### src/rtl/seq_divider.sv
`timescale 1ns/1ps
// seq_divider: unsigned n-bit restoring divider, one quotient bit per cycle.
// Ports: clk, rst (sync, active high), start/x/y request; busy, done pulse, q, r, dbz results.
// Latency: done high n+1 cycles after acceptance (1 cycle for y==0); starts while busy are dropped.
module seq_divider #(
  parameter int n = 8
) (
  input  logic         clk,
  input  logic         rst,
  input  logic         start,
  input  logic [n-1:0] x,
  input  logic [n-1:0] y,
  output logic         busy,
  output logic         done,
  output logic [n-1:0] q,
  output logic [n-1:0] r,
  output logic         dbz
);

  localparam int cw = $clog2(n + 1);

  typedef enum logic [1:0] {IDLE, DIV, DONE} state_t;

  state_t        state;
  logic [n:0]    rem;    // partial remainder, one bit wider than y
  logic [n-1:0]  dvd;    // dividend shifting out at the top, quotient filling in at the bottom
  logic [n-1:0]  ys;     // divisor captured at acceptance
  logic [cw-1:0] cnt;
  logic          zdiv;   // captured divisor was zero

  logic [n+1:0]  sh;
  logic [n+1:0]  diff;

  // sh never exceeds 2*y-1 < 2^(n+1), so diff[n+1] is a clean borrow bit.
  always_comb begin
    sh   = {rem, dvd[n-1]};
    diff = sh - {2'b00, ys};
  end

  always_ff @(posedge clk) begin
    if (rst) begin
      state <= IDLE;
      rem   <= '0;
      dvd   <= '0;
      ys    <= '0;
      cnt   <= '0;
      zdiv  <= 1'b0;
      q     <= '0;
      r     <= '0;
      dbz   <= 1'b0;
      done  <= 1'b0;
      busy  <= 1'b0;
    end else begin
      done <= 1'b0;
      case (state)
        IDLE: begin
          if (start) begin
            ys    <= y;
            dvd   <= x;
            rem   <= '0;
            cnt   <= cw'(n);
            zdiv  <= (y == '0);
            busy  <= 1'b1;
            state <= (y == '0) ? DONE : DIV;
          end
        end
        DIV: begin
          if (diff[n+1]) begin
            rem <= sh[n:0];
            dvd <= {dvd[n-2:0], 1'b0};
          end else begin
            rem <= diff[n:0];
            dvd <= {dvd[n-2:0], 1'b1};
          end
          cnt <= cnt - 1'b1;
          if (cnt == cw'(1)) state <= DONE;
        end
        DONE: begin
          // On divide-by-zero dvd still holds the untouched dividend.
          done  <= 1'b1;
          busy  <= 1'b0;
          q     <= zdiv ? '1 : dvd;
          r     <= zdiv ? dvd : rem[n-1:0];
          dbz   <= zdiv;
          state <= IDLE;
        end
        default: state <= IDLE;
      endcase
    end
  end

endmodule

### config.mk
export PLATFORM = sky130hd
export DESIGN_NAME = seq_divider
export DESIGN_NICKNAME = d
export VERILOG_FILES = /design/src/rtl/seq_divider.sv
export SDC_FILE = /design/constraint.sdc
export NUM_CORES = 1
export LEC_CHECK = 0
export CORE_MARGIN = 2
export CORE_UTILIZATION = 45
export DETAILED_ROUTE_END_ITERATION = 10
export HOLD_SLACK_MARGIN = 0.03
export PLACE_DENSITY = 0.66
export REMOVE_ABC_BUFFERS = 1
export SYNTH_ARGS = -nofsm -noshare
export SYNTH_HDL_FRONTEND = slang
export SYNTH_SLANG_ARGS = --single-unit
### constraint.sdc
create_clock -name clk -period 2.55 [get_ports clk]
set_input_delay 0.255 -clock clk [delete_from_list [all_inputs] [get_ports clk]]
set_output_delay 0.255 -clock clk [all_outputs]
set_load 0.05 [all_outputs]
* Word-level counts from Yosys, hierarchy flattened
Index checks and enable logic that the tools add are counted.
** Word-level totals
- Register bits :: 51
- Input bits :: 19
- Word-level logic and storage cells :: 43
** Cells by class
- Add/sub/neg operators :: 2
- Equality and inequality tests :: 5
- Muxes and demuxes :: 17
- Reduce and logical (&&, ||, !) cells :: 8
** Operators with widths (number)
- $mux W8 :: 3
- $mux W9 :: 2
- $pmux W9 S2 :: 1
- $pmux W8 S2 :: 1
- $sub A10 B8 Y10 :: 1
- $logic_not A8 Y1 :: 1
- $pmux W4 S2 :: 1
- $reduce_and A2 Y1 :: 4
- $mux W2 :: 3
- $eq A4 B1 Y1 const B :: 1
- $mux W4 :: 1
- $ne A2 B2 Y1 const B :: 2
- $pmux W2 S2 :: 1
- $reduce_bool A2 Y1 :: 2
- $sub A4 B1 Y4 const B :: 1
- $mux W1 :: 3
- $eq A2 B1 Y1 const B :: 1
- $eq A2 B2 Y1 const B :: 1
- $logic_not A2 Y1 :: 1
- $pmux W1 S2 :: 1

* Longest topological paths before layout
- Depth in word-level cells :: 4
- Gate-level depth with buffers :: 9

* Worst setup path after synthesis
OpenSTA, ideal clock, no wires.
- Path kind :: reg-to-reg
- Start point :: register dvd[7]
- End point :: register rem[8]
- Setup time :: 0.136 ns
- Arrival :: 1.988 ns
- Path slack :: 0.426 ns
- Cell stages (with the launch flop) :: 10
- Path buffers :: 0
- Period minus slack after synthesis :: 2.124 ns
- Path through :: dfxtp_1 inv_1 ha_1 fa_1 nand2b_1 a21oi_1 o22a_1 o21ba_2 o311ai_0 a31oi_1
** Between the ends
- Word-level cells in the longest chain between the ends :: 3
** Ends and longest elaborated chain
- start, declared :: RTL line 26 : logic [n-1:0] dvd;
- start signal, assigned :: RTL line 70 : dvd <= {dvd[n-2:0], 1'b0};
- start signal, assigned :: RTL line 73 : dvd <= {dvd[n-2:0], 1'b1};
- $sub A10 B8 Y10 :: RTL line 37 : diff = sh - {2'b00, ys};
- $mux W9 :: RTL line 68 : if (diff[n+1]) begin
- $pmux W9 S2 :: RTL line 55 : case (state)
- end signal, assigned :: RTL line 69 : rem <= sh[n:0];
- end signal, assigned :: RTL line 72 : rem <= diff[n:0];
- end, declared :: RTL line 25 : logic [n:0] rem;
No other way between the ends.
A chain may end at the register's enable or synchronous reset.

* Worst setup path after layout
Ends and elaborated chain as after synthesis.

==> impl_table.tex <==
\begin{tabular}{lr}
\hline
Metric & Value \\
\hline
\multicolumn{2}{l}{\textbf{Clock tree}} \\
Number of levels in the clock H-tree & 2 \\
Clock latency at the later pin of the worst-skew pair & a little over 300 ps \\
Number of buffers created by CTS & 5 \\
Clk root buf & clkbuf\_8 \\
TritonCTS clock tree & yes \\
Max Buffers Root-to-Sink & 2 \\
\# hold bufs at CTS & 0 \\
Post-CTS clock slew at the launch and capture registers of the worst setup and hold paths & 90 ps \\
Number of sinks driven by the clock tree & a little over 50 \\
\multicolumn{2}{l}{\textbf{Layout}} \\
Fillers & 516 \\
Share of cells above drive strength 1 & between 7 and 8\% \\
Most frequent cells in the layout & dfxtp\_1 (51), nor2\_1 (48), nand2\_1 (46) \\
Most common library cell in the layout ignoring fill and taps & dfxtp\_1 \\
Post-layout instance count excluding filler cells & slightly above 400 \\
Final nets & 369 \\
Inserted Diodes & 0 \\
Relative area change from synthesis to final layout & 22.04\% \\
Final core area utilization & 56.58\% \\
Final design instance area without fill & approximately 0.0031 mm\^{}2 \\
\multicolumn{2}{l}{\textbf{Critical path}} \\
Worst setup EP type & flop \\
Worst Path Required & approximately 2700 ps \\
Arrival time of data at the critical path endpoint & around 2500 ps \\
Critical path launch point type & flop \\
Category of the most critical setup path & flop to flop \\
Critical-path maximum fanout & 4 \\
\multicolumn{2}{l}{\textbf{Routing}} \\
Final wirelength & roughly 5300 um \\
Post-detailed-route count of antenna-violating nets & 0 \\
DRT iter0 DRCs & 76 \\
Detailed-route vias per instance & 5.100 \\
\# DRC & 0 \\
Vias after detailed routing & between 2000 and 2500 \\
DR pass1 iterations & 4 \\
DR WL/cell & 12.75 um \\
\multicolumn{2}{l}{\textbf{Yosys}} \\
Synthesis Warnings & 0 \\
Post-synthesis cell type count & 39 \\
Number of instances in the synthesized netlist & between 300 and 400 \\
Post-synthesis sequential area ratio & 40.24\% \\
Netlist area before placement & 0.002537 mm\^{}2 \\
Flops \& latches, synth & slightly above 50 \\
Average cell area after synthesis & just over 8 um\^{}2 \\
\multicolumn{2}{l}{\textbf{Power}} \\
Tot Pwr & 2.452 mW \\
Leakage & around 1.2 nW \\
Largest vdd supply drop & 335.7 uV \\
Power density cells & approximately 800 mW/mm\^{}2 \\
\multicolumn{2}{l}{\textbf{Placed design}} \\
Instance area at placement & 0.002975 mm\^{}2 \\
Setup slack after placement & around 200 ps \\
Number of port buffers & 37 \\
Number of instances in the placed design & roughly 400 \\
Sum of net half-perimeters after detailed placement & $\sim$3800 um \\
Routability congestion estimate & around 0.88 \\
\multicolumn{2}{l}{\textbf{STA}} \\
Endpoints failing setup & 0 \\
Final period util & 90.46\% \\
Worst clock skew on the final layout & between 5 and 6 ps \\
Achievable clock frequency & roughly 430 MHz \\
Post-Route Hold Slack & 458.7 ps \\
Final WS setup & $\sim$240 ps \\
Aggregate negative setup slack & 0 ps \\
Setup repair after global routing missed its margin & false \\
Normalized max-slew margin & 51.35\% \\
Final Slew Violations & 0 \\
Final hold viol count & 0 \\
Minimum clock period & 2307 ps \\
Tightest Pin Transition & 728.7 ps \\
\multicolumn{2}{l}{\textbf{Die}} \\
Die Area & between 0.006 and 0.007 mm\^{}2 \\
Starting utilization of the core area & between 40 and 50\% \\
Die Wd & $\sim$79 um \\
Io pins & 38 \\
Core area & 0.005473 mm\^{}2 \\
Die height & 79.09 um \\
Placement row count & 27 \\
\multicolumn{2}{l}{\textbf{Outcome}} \\
Outcome & complete, no violations \\
\multicolumn{2}{l}{\textbf{Global route}} \\
Maximum number of pins on one net before global-route repair & 44 \\
Number of global-route vias before repair & about 1900 \\
Global-route usage over all layers & 17.52\% \\
Grt ovf & 0 \\
Initial antenna violation count & 0 \\
Global-route wire length before repair & 8811 um \\
\multicolumn{2}{l}{\textbf{Hold path}} \\
Worst min-delay path class & flop to flop \\
\multicolumn{2}{l}{\textbf{Run}} \\
Reported max-cap violation count & 0 \\
\hline
\end{tabular}
[worst max-delay path, cell delays in order, from the launching register on]
cell      delay [ps]
dfxtp_1          400
inv_1             80
ha_1             230
fa_1             390
nand2b_1         180
a21oi_1          200
o22a_1           200
o21ba_2          160
o311ai_1         240
a31oi_1          110
[final timing paths]
| kind | slack (ps) | depth (start not counted) | endpoint | startpoint |
|---|---|---|---|---|
| worst max-delay path | 240 | 9 | rem[8] | dvd[7] |
| worst min-delay path | 460 | 2 | ys[7] | ys[7] |
| worst max register to register | 240 | 9 | rem[8] | dvd[7] |
| worst min register to register | 460 | 2 | ys[7] | ys[7] |
[area by class of cell]
cell class                      instances  area, um^2  area share [%]
Multi-Input combinational cell        226        1408           45.45
Clock buffer                            6       82.58           2.667
Tap cell                               72       90.09           2.909
Clock inverter                          2       38.79           1.253
Inverter                               13       48.80           1.576
Timing Repair Buffer                   42       407.9           13.17
Sequential cell                        51        1021           32.97
[kinds of logic after synthesis]
logic type / share of synthesized area (%)
AND/OR/NAND/NOR: 23.08
AO/OA/AOI/OAI: 16.81
flip-flops: 40.24
buffers and inverters: 4.290
multiplexers: 6.706
adder cells (fa/ha/maj): 5.720
XOR/XNOR: 3.156
[layer usage]
layer / wire length [um] / part of all wire (%) / global-route usage, %
met5: 0 / 0 / 0
met4: 65 / 1.2 / 5.172
met3: 183 / 3.5 / 3.068
met2: 2344 / 45 / 27.97
met1: 2662 / 51 / 24.30
[synthesized netlist by cell type, drive strengths merged]
master | instances | area [um^2]
dfxtp | 51 | 1021
nor2 | 49 | 191.4
nand2 | 46 | 172.7
a21oi | 23 | 126.4
nor3 | 20 | 100.1
clkbuf | 15 | 56.30
mux2i | 14 | 140.1
inv | 13 | 48.80
a211oi | 11 | 100.1
o21ai | 11 | 55.05
ha | 10 | 125.1
a311oi | 7 | 61.31
xnor2 | 7 | 80.08
nand2b | 4 | 25.02
nor4 | 3 | 18.77
mux2 | 2 | 30.03
nor2b | 2 | 12.51
o211ai | 2 | 15.01
or2 | 2 | 12.51
a2111o | 1 | 11.26
a211o | 1 | 8.760
a31oi | 1 | 6.260
and3b | 1 | 8.760
buf | 1 | 3.750
fa | 1 | 20.02
nand3 | 1 | 5.000
nand4b | 1 | 23.77
o21ba | 1 | 10.01
o221ai | 1 | 15.01
o22a | 1 | 8.760
o311ai | 1 | 8.760
or2b | 1 | 8.760
or3 | 1 | 6.260
[state kept, by name, indices dropped and copies added (netlist names)]
name and cells:
ys 8, r 8, dbz 1, busy 1, q 8, rem 9
state 2, dvd 8, cnt 4, zdiv 1, done 1
[repair_timing]
item                                    4_1_cts  5_1_grt
setup buffers                                 0        0
endpoints found under the setup margin        0        1
gates resized for setup                       0        1
[power breakdown]
group	internal, mW	leakage (nW)	switching [mW]
logic	0.429	0.677	0.479
clock network	0.323	0.0618	0.276
registers	0.869	0.417	0.0761
total	1.62	1.16	0.831
No activity file was read; power rests on OpenSTA's default activity.
